## src/rtl/filter_seq_pkg.sv

```systemverilog
// Purpose: shared FSM state encoding and power-on filter configuration for the sequencer.
// Latency: n/a (types and constants only).
// Backpressure: n/a.
package filter_seq_pkg;

  typedef enum logic [1:0] {
    WARMUP = 2'd0,
    RUN    = 2'd1,
    DRAIN  = 2'd2,
    APPLY  = 2'd3
  } seq_state_t;

  // Configuration the filter runs with out of reset.
  localparam logic [7:0]  DEF_LAG       = 8'd32;
  localparam logic [15:0] DEF_THRESHOLD = 16'd256;   // 1.0 in Q8.8
  localparam logic [7:0]  DEF_INFLUENCE = 8'd64;     // 0.5 in Q1.7

endpackage

```

## src/rtl/sat_counter16.sv

```systemverilog
// Purpose: 16-bit event counter that sticks at 0xFFFF; clear wins over increment.
// Latency: count reflects an increment or clear one clock after it is presented.
// Backpressure: none; every increment is either counted or absorbed by saturation.
//
// Ports: clk/rst (sync, active-high), clr (sync clear), inc (count one event),
//        count (current value).
module sat_counter16 (
  input  logic        clk,
  input  logic        rst,
  input  logic        clr,
  input  logic        inc,
  output logic [15:0] count
);

  always_ff @(posedge clk) begin
    if (rst || clr) begin
      count <= 16'd0;
    end else if (inc && (count != 16'hFFFF)) begin
      count <= count + 16'd1;
    end
  end

endmodule

```

## src/rtl/filter_config_sequencer.sv

```systemverilog
// Purpose: sequences host config writes into an adaptive peak filter and masks peaks during warmup.
// Latency: samples and results pass through combinationally; a config write costs a 2-cycle stall.
// Backpressure: s_ready and cfg_wr_ready drop together during DRAIN/APPLY; results are never stalled.
//
// Ports: cfg_wr_* host config handshake; s_* sample handshake into the filter;
//        flt_* side drives/observes the filter; out_* is the qualified result;
//        cnt_clr/peak_count count qualified peaks; busy is high outside RUN.
module filter_config_sequencer
  import filter_seq_pkg::*;
#(
  parameter int DATA_WIDTH     = 16,
  parameter int WARMUP_SAMPLES = 256
) (
  input  logic                    clk,
  input  logic                    rst,
  input  logic                    cfg_wr_valid,
  output logic                    cfg_wr_ready,
  input  logic [7:0]              cfg_wr_lag,
  input  logic [15:0]             cfg_wr_threshold,
  input  logic [7:0]              cfg_wr_influence,
  input  logic                    s_valid,
  output logic                    s_ready,
  input  logic [DATA_WIDTH-1:0]   s_sample,
  output logic                    flt_begin_config,
  output logic [7:0]              flt_cfg_lag,
  output logic [15:0]             flt_cfg_threshold,
  output logic [7:0]              flt_cfg_influence,
  output logic                    flt_valid_in,
  output logic [DATA_WIDTH-1:0]   flt_sample_in,
  input  logic                    flt_valid_out,
  input  logic                    flt_peak_out,
  input  logic [DATA_WIDTH-1:0]   flt_filtered_out,
  input  logic [2*DATA_WIDTH-1:0] flt_variance_out,
  output logic                    out_valid,
  output logic                    out_peak,
  output logic [DATA_WIDTH-1:0]   out_filtered,
  output logic [2*DATA_WIDTH-1:0] out_variance,
  input  logic                    cnt_clr,
  output logic [15:0]             peak_count,
  output logic                    busy
);

  localparam int WCW = $clog2(WARMUP_SAMPLES + 1);
  localparam logic [WCW-1:0] WARM_LAST = WCW'(WARMUP_SAMPLES - 1);

  seq_state_t     state, state_nxt;
  logic           pending;
  logic [WCW-1:0] warm_cnt;
  logic           tag;
  logic [7:0]     lag_stg;
  logic [15:0]    thr_stg;
  logic [7:0]     inf_stg;

  logic           acc_open;
  logic           cfg_acc;
  logic           s_acc;

  // Both handshakes share one gate so a config can never overtake a sample.
  assign acc_open     = ((state == WARMUP) || (state == RUN)) && !pending;
  assign cfg_wr_ready = acc_open;
  assign s_ready      = acc_open;
  assign cfg_acc      = cfg_wr_valid && acc_open;
  assign s_acc        = s_valid && acc_open;

  assign flt_valid_in  = s_acc;
  assign flt_sample_in = s_sample;

  assign flt_cfg_lag       = lag_stg;
  assign flt_cfg_threshold = thr_stg;
  assign flt_cfg_influence = inf_stg;

  assign busy = (state != RUN);

  // The filter answers one cycle after a sample; tag travels alongside it.
  assign out_valid    = flt_valid_out;
  assign out_filtered = flt_filtered_out;
  assign out_variance = flt_variance_out;
  assign out_peak     = flt_peak_out && flt_valid_out && tag;

  always_comb begin
    state_nxt        = state;
    flt_begin_config = 1'b0;
    case (state)
      WARMUP: begin
        // A config write abandons the warmup even if this sample would finish it.
        if (cfg_acc) begin
          state_nxt = DRAIN;
        end else if (s_acc && (warm_cnt == WARM_LAST)) begin
          state_nxt = RUN;
        end
      end
      RUN: begin
        if (cfg_acc) begin
          state_nxt = DRAIN;
        end
      end
      DRAIN: begin
        // Lets the result of the last old-config sample come back first.
        state_nxt = APPLY;
      end
      APPLY: begin
        flt_begin_config = 1'b1;
        state_nxt        = WARMUP;
      end
      default: begin
        state_nxt = WARMUP;
      end
    endcase
  end

  always_ff @(posedge clk) begin
    if (rst) begin
      state    <= WARMUP;
      pending  <= 1'b0;
      warm_cnt <= '0;
      tag      <= 1'b0;
      lag_stg  <= DEF_LAG;
      thr_stg  <= DEF_THRESHOLD;
      inf_stg  <= DEF_INFLUENCE;
    end else begin
      state <= state_nxt;
      tag   <= s_acc && (state == RUN);

      if (cfg_acc) begin
        lag_stg <= cfg_wr_lag;
        thr_stg <= cfg_wr_threshold;
        inf_stg <= cfg_wr_influence;
        pending <= 1'b1;
      end

      if (state == APPLY) begin
        pending  <= 1'b0;
        warm_cnt <= '0;
      end else if ((state == WARMUP) && s_acc && !cfg_acc) begin
        warm_cnt <= warm_cnt + 1'b1;
      end
    end
  end

  sat_counter16 u_peak_cnt (
    .clk   (clk),
    .rst   (rst),
    .clr   (cnt_clr),
    .inc   (out_peak),
    .count (peak_count)
  );

endmodule

```

## config.mk

```make
export PLATFORM = sky130hd
export DESIGN_NAME = filter_config_sequencer
export DESIGN_NICKNAME = d
export VERILOG_FILES = /design/src/rtl/filter_seq_pkg.sv /design/src/rtl/sat_counter16.sv /design/src/rtl/filter_config_sequencer.sv
export SDC_FILE = /design/constraint.sdc
export NUM_CORES = 1
export LEC_CHECK = 0
export ABC_AREA = 1
export BUFFER_PORTS_ARGS = -buffer_cell sky130_fd_sc_hd__buf_2
export CAP_MARGIN = 10
export CORE_MARGIN = 2
export CORE_UTILIZATION = 40
export CTS_BUF_LIST = sky130_fd_sc_hd__clkbuf_16
export DETAILED_ROUTE_END_ITERATION = 8
export PLACE_DENSITY = 0.87
export SETUP_SLACK_MARGIN = 0.1
export SLEW_MARGIN = 20
export SYNTH_ARGS = -nofsm -noshare
export SYNTH_HDL_FRONTEND = slang
export SYNTH_SLANG_ARGS = --single-unit
export TNS_END_PERCENT = 1
```

## constraint.sdc

```tcl
create_clock -name clk -period 3.4 [get_ports clk]
set_input_delay 0.17 -clock clk [delete_from_list [all_inputs] [get_ports clk]]
set_output_delay 0.17 -clock clk [all_outputs]
set_load 0.05 [all_outputs]
```

==> out/qor.txt <==
Leading cell types by total area after synthesis = dfxtp_1 (35%), buf_4 (14%), nand2_1 (13%)
Worst supply voltage drop on vdd = 0.000494 V
Post-detailed-route via-to-cell ratio = 4.81
Layout area overhead = 9.71%
Finished Cell Area = 3790 um^2
HPWL Detailed = 5640 um
Number of flops mapped to enable cells by yosys = 0
Largest fanout on the critical path = 37
Setup fix buffers added after clock tree synthesis = 0
Cell taking the most area after synthesis = dfxtp_1
Slew margin rel. = 0.563
Latest clock arrival within the worst-skew pair = 0.31 ns
Post-cts repair resize count = 0
GRT Total Usage = 0.161
Num rows = 33
Net count of the mapped netlist = 575
Transition at the pin with the smallest max-transition slack = 0.655 ns
Highest attainable clock frequency = 0.476 GHz
Flip-flop cell with the highest count after synthesis = dfxtp_1
Full die area = 9390 um^2
Final RePlAce weighted congestion = 0.866
Routed wire length = 7550 um
Clock tree root buffer cell = clkbuf_16
Effective utilization at floorplan = 0.416
PortBufs = 93
Mean routed wirelength per cell = 12.6 um
Warnings, synthesis = 0
Share of post-route cells with drive strength above 1 = 0.330
DRC violation total after the first TritonRoute iteration = 136
Number of library cell types mapped by synthesis = 31
Via count = 2883
Required time reported for the critical path endpoint = 3.64 ns
Count of boundary I/O pins = 222
Total internal power = 1.70 mW
Standard cell core area = 8300 um^2
Max Cap Violations = 0
Final count of negative-setup-slack endpoints = 0
# DRC = 0
Cell with the most instances after synthesis = nand2_1
Diode insertion count for antenna repair = 0
Clock tree buffer depth = 2
Power density over cell area = 752 nW/um^2
Die Span Y = 96.9 um
FF+latch count, synth = 61
Final-stage net count = 600
RSZ-0062 raised after global routing = no
Part of the total power dissipated in the clock network = 0.333
Die X-Extent = 96.9 um
Part of the power in combinational logic = 0.362
Detailed-router iteration count before antenna repair = 4
Synth top cells by count = nand2_1 (121), buf_4 (66), dfxtp_1 (61)
Worst Setup Path Type = reg2reg
Remaining global-route overflow = 0
Initial antenna violation count = 0
Final cycle utilization of the critical path = 0.618
Proportion of synthesized chip area in sequential cells = 0.354
Final-layout setup total negative slack = 0 ns
Critical path startpoint category = flip-flop
Worst-path clk slew = 0.06 ns
Final min period = 2.10 ns
Share of total power in sequential cells = 0.305
Final number of max-transition violations = 0
Outcome = finished, final reports clean
Mean instance size in the synthesized netlist = 7.44 um^2
Clock sinks = 61
Standby leakage power = 1.76 nW
Largest net degree at the start of global routing = 38
Endpoint kind of the worst setup timing path = flip-flop
WP data arrival = 2.34 ns
Area share of the largest cell type after synthesis = 0.354
FFs w/ async S/R, synth = 0
Area post-placement = 3470 um^2
Switching part of the total power = 0.404
TritonCTS clock tree = built
Hold buffer count at CTS = 0
Endpoints failing hold = 0
Level count of the clock H-tree = 3
Cell Area, Synth = 3450 um^2
Switching Power = 1.15 mW
Wire length of the first global-routing pass = 12900 um
Number of buffers created by CTS = 9
Worst-case clock skew = 0.00650 ns
Number of global-route vias before repair = 2890
Min-delay worst type = in2reg
ANT nets after route = 0
Mapped Cells = 464
## critical path, stage by stage, from the launching register on
cell and delay [ns]:
dfxtp_1 0.34, inv_1 0.12, ha_1 0.26, inv_2 0.07, nand2_4 0.10, nand3_4 0.34, inv_2 0.54, nand2_1 0.11
a21oi_1 0.15
## sequential cells by signal (all words and copies together), names as in the netlist
signal / flops
flt_cfg_influence: 8
flt_cfg_lag: 8
pending: 1
state: 2
tag: 1
warm_cnt: 9
u_peak_cnt.count: 16
flt_cfg_threshold: 16
## per-layer routing
layer,GRT usage,part of all wire,vias to the layer above
met2,0.287,0.51,89
met5,0,0,-
met4,0.0563,0.011,0
met3,0.0520,0.057,18
li1,-,-,1441
met1,0.180,0.42,1335
## cells in the final DEF, fill, tap and decap left out, types with 4 or more instances in the layout
cell	count
a21oi_1	41
a21oi_2	9
buf_2	93
clkbuf_16	9
dfxtp_1	61
ha_1	8
inv_1	24
inv_2	11
nand2_1	121
nand2_2	13
nand3_1	19
nand3_2	5
nand3b_1	4
nor2_1	34
nor2_2	4
nor3_1	4
xor2_1	6
## power by group through the flow
stage	Sequential, mW	Combinational [mW]	Clock, mW
2_1_floorplan	1.14	0.805	0
3_3_place_gp	0.879	1.01	0
3_5_place_dp	0.882	1.04	0
4_1_cts	0.868	1.04	0.969
5_1_grt	0.881	1.12	1.00
6_report	0.869	1.03	0.949
## through the flow
step                      hold slack, ns  total power, mW  setup slack (ns)  utilization  instances
after floorplan                    0.283             1.94              1.62            -        464
after global placement             0.340             1.89              1.40        0.418        583
after detailed placement           0.340             1.92              1.29        0.418        583
after CTS                         0.0472             2.88              1.26        0.456        599
after global routing              0.0683             3.01              1.04        0.457        599
final                             0.0555             2.85              1.30        0.457        599
## kinds of logic (layout without fill, tap and decap cells)
group / after synthesis / after routing / share of synthesized area
and+or+nand+nor: 219 / 219 / 0.304
buffers and inverters: 116 / 146 / 0.210
DFF: 61 / 61 / 0.354
AOI/OAI and AO/OA: 54 / 54 / 0.0880
adders and majority gates: 8 / 8 / 0.0290
xor gates and xnor gates: 6 / 6 / 0.0152
## area by class of cell
cell class                      instances  area, um^2
Multi-Input combinational cell        287        1510
Fill cell                             830        4510
Sequential cell                        61        1220
Clock buffer                            9         225
Timing Repair Buffer                   93         465
Inverter                               37         145
Clock inverter                          7        90.1
Tap cell                              105         131
## worst paths after layout
path | start | end | slack (ns) | cells after the start
worst max-delay path | state[0]$_SDFFE_PP0P_ | flt_cfg_influence[5]$_SDFFE_PP0P_ | 1.30 | 8
worst min-delay path | cfg_wr_threshold[8] | flt_cfg_threshold[8]$_SDFFE_PP1P_ | 0.06 | 3
worst max register to register | state[0]$_SDFFE_PP0P_ | flt_cfg_influence[5]$_SDFFE_PP0P_ | 1.30 | 8
worst min register to register | flt_cfg_influence[0]$_SDFFE_PP0P_ | flt_cfg_influence[0]$_SDFFE_PP0P_ | 0.46 | 2
No activity file was read; power rests on OpenSTA's default activity.
